<file path="src/rtl/pc_fetch_sequencer.sv">
// Fetch controller: owns the PC, issues one imem read at a time over req/ack,
// and holds each fetched instruction until the decoder accepts it and redirects.
module pc_fetch_sequencer #(
    parameter int unsigned   AW       = 16,
    parameter int unsigned   DW       = 16,
    parameter int unsigned   DISPW    = 8,
    parameter logic [AW-1:0] RESET_PC = '0
) (
    input  logic             clk,
    input  logic             reset,
    input  logic             En,
    output logic             imem_req,
    output logic [AW-1:0]    imem_addr,
    input  logic             imem_ack,
    input  logic [DW-1:0]    imem_rdata,
    output logic             instr_valid,
    output logic [DW-1:0]    instr,
    output logic [AW-1:0]    instr_addr,
    input  logic             dec_ready,
    input  logic             jump,
    input  logic [AW-1:0]    Rdest,
    input  logic             branch,
    input  logic             cond,
    input  logic [DISPW-1:0] disp,
    output logic [AW-1:0]    pc,
    output logic [15:0]      fetch_count
);

    localparam int unsigned XW = AW - DISPW;

    typedef enum logic [1:0] {
        S_IDLE  = 2'd0,
        S_FETCH = 2'd1,
        S_VALID = 2'd2
    } state_e;

    state_e          state_q, state_d;
    logic            req_q, req_d;
    logic            valid_q, valid_d;
    logic [DW-1:0]   instr_q, instr_d;
    logic [AW-1:0]   instr_addr_q, instr_addr_d;
    logic [AW-1:0]   pc_q, pc_d;
    logic [15:0]     count_q, count_d;
    logic [AW-1:0]   disp_ext;
    logic [AW-1:0]   branch_tgt;

    // Branch target is relative to the accepted instruction, not the already-advanced PC.
    assign disp_ext   = {{XW{disp[DISPW-1]}}, disp};
    assign branch_tgt = instr_addr_q + disp_ext;

    // Next-state and next-output logic.
    always_comb begin
        state_d      = state_q;
        req_d        = req_q;
        valid_d      = valid_q;
        instr_d      = instr_q;
        instr_addr_d = instr_addr_q;
        pc_d         = pc_q;
        count_d      = count_q;
        case (state_q)
            S_IDLE: begin
                if (En) begin
                    state_d = S_FETCH;
                    req_d   = 1'b1;
                end
            end
            S_FETCH: begin
                if (imem_ack) begin
                    instr_d      = imem_rdata;
                    instr_addr_d = pc_q;
                    pc_d         = pc_q + AW'(1);
                    req_d        = 1'b0;
                    valid_d      = 1'b1;
                    state_d      = S_VALID;
                end
            end
            S_VALID: begin
                if (dec_ready) begin
                    count_d = count_q + 16'd1;
                    if (jump) begin
                        pc_d = Rdest;
                    end else if (branch && cond) begin
                        pc_d = branch_tgt;
                    end
                    valid_d = 1'b0;
                    req_d   = En;
                    state_d = En ? S_FETCH : S_IDLE;
                end
            end
            default: begin
                state_d = S_IDLE;
                req_d   = 1'b0;
                valid_d = 1'b0;
            end
        endcase
    end

    always_ff @(posedge clk) begin
        if (reset) begin
            state_q      <= S_IDLE;
            req_q        <= 1'b0;
            valid_q      <= 1'b0;
            instr_q      <= '0;
            instr_addr_q <= '0;
            pc_q         <= RESET_PC;
            count_q      <= '0;
        end else begin
            state_q      <= state_d;
            req_q        <= req_d;
            valid_q      <= valid_d;
            instr_q      <= instr_d;
            instr_addr_q <= instr_addr_d;
            pc_q         <= pc_d;
            count_q      <= count_d;
        end
    end

    // The request address is the PC register itself, so it cannot go stale.
    assign imem_req    = req_q;
    assign imem_addr   = pc_q;
    assign instr_valid = valid_q;
    assign instr       = instr_q;
    assign instr_addr  = instr_addr_q;
    assign pc          = pc_q;
    assign fetch_count = count_q;

endmodule
</file>
<file path="config.mk">
export PLATFORM = sky130hd
export DESIGN_NAME = pc_fetch_sequencer
export DESIGN_NICKNAME = d
export VERILOG_FILES = /design/src/rtl/pc_fetch_sequencer.sv
export SDC_FILE = /design/constraint.sdc
export NUM_CORES = 1
export LEC_CHECK = 0
export ABC_AREA = 1
export ABC_CLOCK_PERIOD_IN_PS = 2530
export BUFFER_PORTS_ARGS = -buffer_cell sky130_fd_sc_hd__buf_2
export CORE_ASPECT_RATIO = 1.1
export CORE_MARGIN = 5
export CORE_UTILIZATION = 35
export DETAILED_ROUTE_END_ITERATION = 7
export PLACE_DENSITY = 0.67
export SLEW_MARGIN = 40
export SYNTH_ARGS = -nofsm -noshare
export SYNTH_HDL_FRONTEND = slang
export SYNTH_SLANG_ARGS = --single-unit
export TNS_END_PERCENT = 30
</file>
<file path="constraint.sdc">
create_clock -name clk -period 2.53 [get_ports clk]
set_input_delay 0.506 -clock clk [delete_from_list [all_inputs] [get_ports clk]]
set_output_delay 0.506 -clock clk [all_outputs]
set_load 0.005 [all_outputs]
</file>
# ---- Yosys cells after proc, flatten, opt, wreduce, memory -nomap -nowiden
# Index checks and enable logic that the tools add are counted.
dict set report op_classes {
  n_addsub 3
  eq_ne 6
  muxes 17
  n_bitwise 1
  n_reduce_logical 8
}
# op count
set ops {}
lappend ops {{16-bit two-way mux} 4}
lappend ops {{16-bit by 1-bit adder with 16-bit output, second input constant} 2}
lappend ops {{16-bit case mux with 2 select lines} 1}
lappend ops {{16-bit adder} 1}
lappend ops {{1-bit two-way mux} 6}
lappend ops {{2-bit two-way mux} 3}
lappend ops {{2-bit inequality test, second input constant} 3}
lappend ops {{1-bit case mux with 3 select lines} 2}
lappend ops {{2-bit case mux with 3 select lines} 1}
lappend ops {{3-bit AND reduction} 2}
lappend ops {{2-bit AND reduction} 2}
lappend ops {{4-bit AND reduction} 1}
lappend ops {{3-bit inequality test, second input constant} 1}
lappend ops {{2-bit by 1-bit == test with 1-bit output, second input constant} 1}
lappend ops {{2-bit == test, second input constant} 1}
lappend ops {{2-bit zero test} 1}
lappend ops {{2-bit nonzero test} 1}
lappend ops {{1-bit logical AND} 1}
lappend ops {{1-bit NOT} 1}
dict set report totals {
  ff_bits 68
  input_bits 48
  output_inout_bits 82
}

# ---- Longest topological paths before layout
dict set report depth {
  depth_word 5
  ltp_mapped 13
  ltp_nobuf 13
}

# ---- Worst setup path before layout
# No wires, ideal clock.
dict set report synth_timing {
  kind {input to register}
  from {in disp[0]}
  to {reg pc_q[8], in the netlist imem_addr[8]}
  setup_time_ps 122
  arrival_ps 1794
  setup_slack_ps 615
  cell_stages 9
  path_buffers 0
  cell_sequence {ha_1 > fa_1 > nand2_1 > nand3_1 > and2_1 > a21oi_1 > nor2_1 > o21ai_0 > a21oi_1}
}
dict set report synth_between {
  elab_chain_cells 5
}
# item line_no
set synth_rtl {}
lappend synth_rtl {{start: declaration} 24} ;# input logic [DISPW-1:0] disp,
lappend synth_rtl {{16-bit adder} 49} ;# assign branch_tgt = instr_addr_q + disp_ext;
lappend synth_rtl {{16-bit two-way mux} 82} ;# end else if (branch && cond) begin
lappend synth_rtl {{16-bit two-way mux} 80} ;# if (jump) begin
lappend synth_rtl {{16-bit two-way mux} 78} ;# if (dec_ready) begin
lappend synth_rtl {{16-bit case mux with 2 select lines} 60} ;# case (state_q)
lappend synth_rtl {{end signal: assignment} 113} ;# pc_q <= pc_d;
lappend synth_rtl {{end: declaration} 42} ;# logic [AW-1:0] pc_q, pc_d;
# No other way between the ends. The select of a mux whose other input is x is not followed.
# A chain may end at the register's enable or synchronous reset.

# ---- Final worst setup path
dict set report layout_timing {
  from {reg instr_addr_q[0], in the netlist instr_addr[0]}
  to {reg pc_q[8], in the netlist imem_addr[8]}
}
dict set report layout_between {
  elab_chain_cells 5
}
# item line_no
set layout_rtl {}
lappend layout_rtl {{start: declaration} 41} ;# logic [AW-1:0] instr_addr_q, instr_addr_d;
lappend layout_rtl {{start signal: assignment} 112} ;# instr_addr_q <= instr_addr_d;
lappend layout_rtl {{16-bit adder} 49}
lappend layout_rtl {{16-bit two-way mux} 82}
lappend layout_rtl {{16-bit two-way mux} 80}
lappend layout_rtl {{16-bit two-way mux} 78}
lappend layout_rtl {{16-bit case mux with 2 select lines} 60}
# No other way between the ends. The select of a mux whose other input is x is not followed.

==> out/metrics.yaml <==
cts:
  cts_buffers: 9
  cts_tree: "built"
  cts.sinks: 68
  post-cts-setup-buffers: 0
  cts_root_buffer: "clkbuf_16"
  cts_hold_buf: 0
  clkLatencyLatePin_ps: 330
  htreeDepth: 3
  cts_resized: 0
  clkSlewWorstSetupHoldPaths_ps: 50
  clock_path_buffers: 2
yosys:
  synthAdderAreaFrac: 0.0564
  synth_cells: 629
  ys_warn_count: 0
  synth_seq_area_share: 0.330
  synth_top_flop_cell: "dfxtp_1"
  synth_xor_area_frac: 0.0318
  ys_async_sr_fraction: 0
  synthMuxAreaShare: 0
  synthesis.nets: 695
  netlist_area_sq_um: 4130
  synth_area_per_cell_sq_um: 6.56
  synth_top_family_by_area: "simple AND/OR/NAND/NOR gates"
  synth-seq-cells: 68
  synthSimpleGateAreaFrac: 0.317
  synth_compound_area_frac: 0.159
  synth_edf_count: 0
  synth_cell_types: 35
power_and_ir_drop:
  worst_ir_drop_vdd_v: 0.000282
  powerDensity_nw_per_um2: 536
  p_leak_nw: 2.43
sta:
  fin_crit_sh: 0.767
  min_period_ps: 1940
  final.setup.tns_ps: 0
  worst_pin_slew_ps: 532
  rsz0062_at_grt: "false"
  max-slew-margin-rel: 0.645
  hold_viol_final: 0
  slew_violations: 0
  finClkSkew_ps: 4.49
  timing.fmax_ghz: 0.516
  holdWs_ps: 446
  setup_viol: 0
finish:
  area_growth_pct: 22.1
  drive_above_1_share: 0.218
  final_cells: 887
  n_antenna_cell: 0
  layout_common_cells: "136 x nand2_1, 129 x buf_2, 76 x a21oi_1, 68 x dfxtp_1, 67 x nand3_1"
  num-nets-final: 801
  final_common_cell: "nand2_1"
run:
  max_cap_violations: 0
detailed_routing:
  first_pass_iters: 5
  finalWirelength_mm: 12.3
  drc: 0
  postRouteAntennaNets: 0
  avgRoutedWirePerCell_um: 13.8
  vias: 4343
  via_per_inst: 4.90
  drt_iter0_drc: 175
min_path:
  hold_path_class: "in2reg"
worst_setup_path:
  worstPathCellList: "ha_1 > fa_1 > nand2_1 > nand3_1 > and2_1 > a21oi_1 > nor2_1 > o21ai_0 > a21oi_1"
  critPathTopFamily: "adder cells"
  setup.worst_path.end_class: "register"
  r2r_slack_ps: 590
  required_ps: 2740
  cpMaxStageDelayCell: "fa_1"
  critPathKind: "reg2reg"
  worstPathArrival_ps: 2150
  path_max_fanout: 3
  start_kind: "register"
  path_buf_inv: 0
  crit_top_cell: "a21oi_1"
  slowest_delay_ps: 390
floorplanning:
  initial_core_util: 0.358
  die_w_um: 114
  die_y_um: 124
  io_pins: 130
  die_area_sq_um: 14100
  row_count: 41
  core_sq_um: 11500
global_routing:
  grt_pass1_vias: 4139
  grt_max_degree: 42
  grt-ovfl-total: 0
  grtUsageTotal: 0.177
  grt_pass1_wl_mm: 19.9
  antenna_found_initial: 0
place:
  numPortBuffers: 129
  dp_cells: 874
  hpwl_mm: 9.25
  gp_congestion: 0.876
run_status:
  status: "finished, final reports clean"
-- metrics by stage --
stage,util,setup slack (ps),area [sq um],total power [mW]
6_report,0.437,591,5040,2.70
5_1_grt,0.437,374,5040,2.84
4_1_cts,0.437,596,5040,2.74
3_5_place_dp,0.416,352,4800,1.65
3_3_place_gp,0.416,410,4800,1.65
2_1_floorplan,-,615,4130,1.49
-- cell families (layout without fill, tap and decap cells) --
| logic type | Yosys count | count (layout) |
|---|---|---|
| AND/OR/NAND/NOR | 301 | 301 |
| AO/OA/AOI/OAI | 127 | 127 |
| buffers and inverters | 100 | 208 |
| flip-flops | 68 | 68 |
| adder cells (fa/ha/maj) | 18 | 18 |
| XOR/XNOR | 15 | 15 |
-- where the power goes --
| group | total (mW) | switching, mW | internal, mW | leakage, nW |
|---|---|---|---|---|
| Clock | 1.08 | 0.429 | 0.648 | 0.116 |
| Combinational | 0.435 | 0.259 | 0.176 | 1.76 |
| Sequential | 1.19 | 0.0697 | 1.12 | 0.552 |
| Total | 2.70 | 0.757 | 1.94 | 2.43 |
-- state kept, by name, indices dropped and copies added (netlist names) --
signal and count:
fetch_count 16, imem_addr 16, imem_req 1, instr 16, instr_addr 16, instr_valid 1
state_q 2
-- final timing paths --
| check | startpoint | end | cells after the start |
|---|---|---|---|
| min reg2reg | instr[7] | instr[7] | 2 |
| max reg2reg | instr_addr[0] | imem_addr[8] | 9 |
| min | imem_rdata[5] | instr[5] | 3 |
| max | instr_addr[0] | imem_addr[8] | 9 |
-- synth_stat cells (all sizes together), types with 4 or more instances --
master	instances	share of area
a21oi	76	0.092
a31oi	6	0.0091
buf	20	0.034
clkbuf	22	0.020
dfxtp	68	0.33
ha	17	0.052
inv	58	0.053
nand2	139	0.13
nand3	68	0.084
nand4	6	0.0091
nor2	71	0.071
nor3	9	0.011
o21ai	40	0.048
or2	4	0.0061
xnor2	4	0.0085
xor2	11	0.023
-- cell type report --
| type | count | area [sq um] |
|---|---|---|
| Clock buffer | 13 | 240 |
| Sequential cell | 68 | 1360 |
| Fill cell | 1264 | 6500 |
| Multi-Input combinational cell | 461 | 2330 |
| Inverter | 58 | 218 |
| Timing Repair Buffer | 137 | 706 |
| Tap cell | 150 | 188 |
-- routing by layer --
layer	track usage	vias to the layer above	wire length, um	part of all wire
li1	-	2261	-	-
met2	0.297	132	5820	0.47
met1	0.223	1931	5340	0.43
met5	0	-	0	0
met4	0.0774	0	267	0.022
met3	0.0316	19	855	0.070
-- tightest hold or removal path, delay by kind of cell --
| family | cells | cell delay (ps) |
|---|---|---|
| buf+inv | 1 | 90 |
| simple gates | 1 | 70 |
| compound gates | 1 | 60 |
No activity file was read; power rests on OpenSTA's default activity.
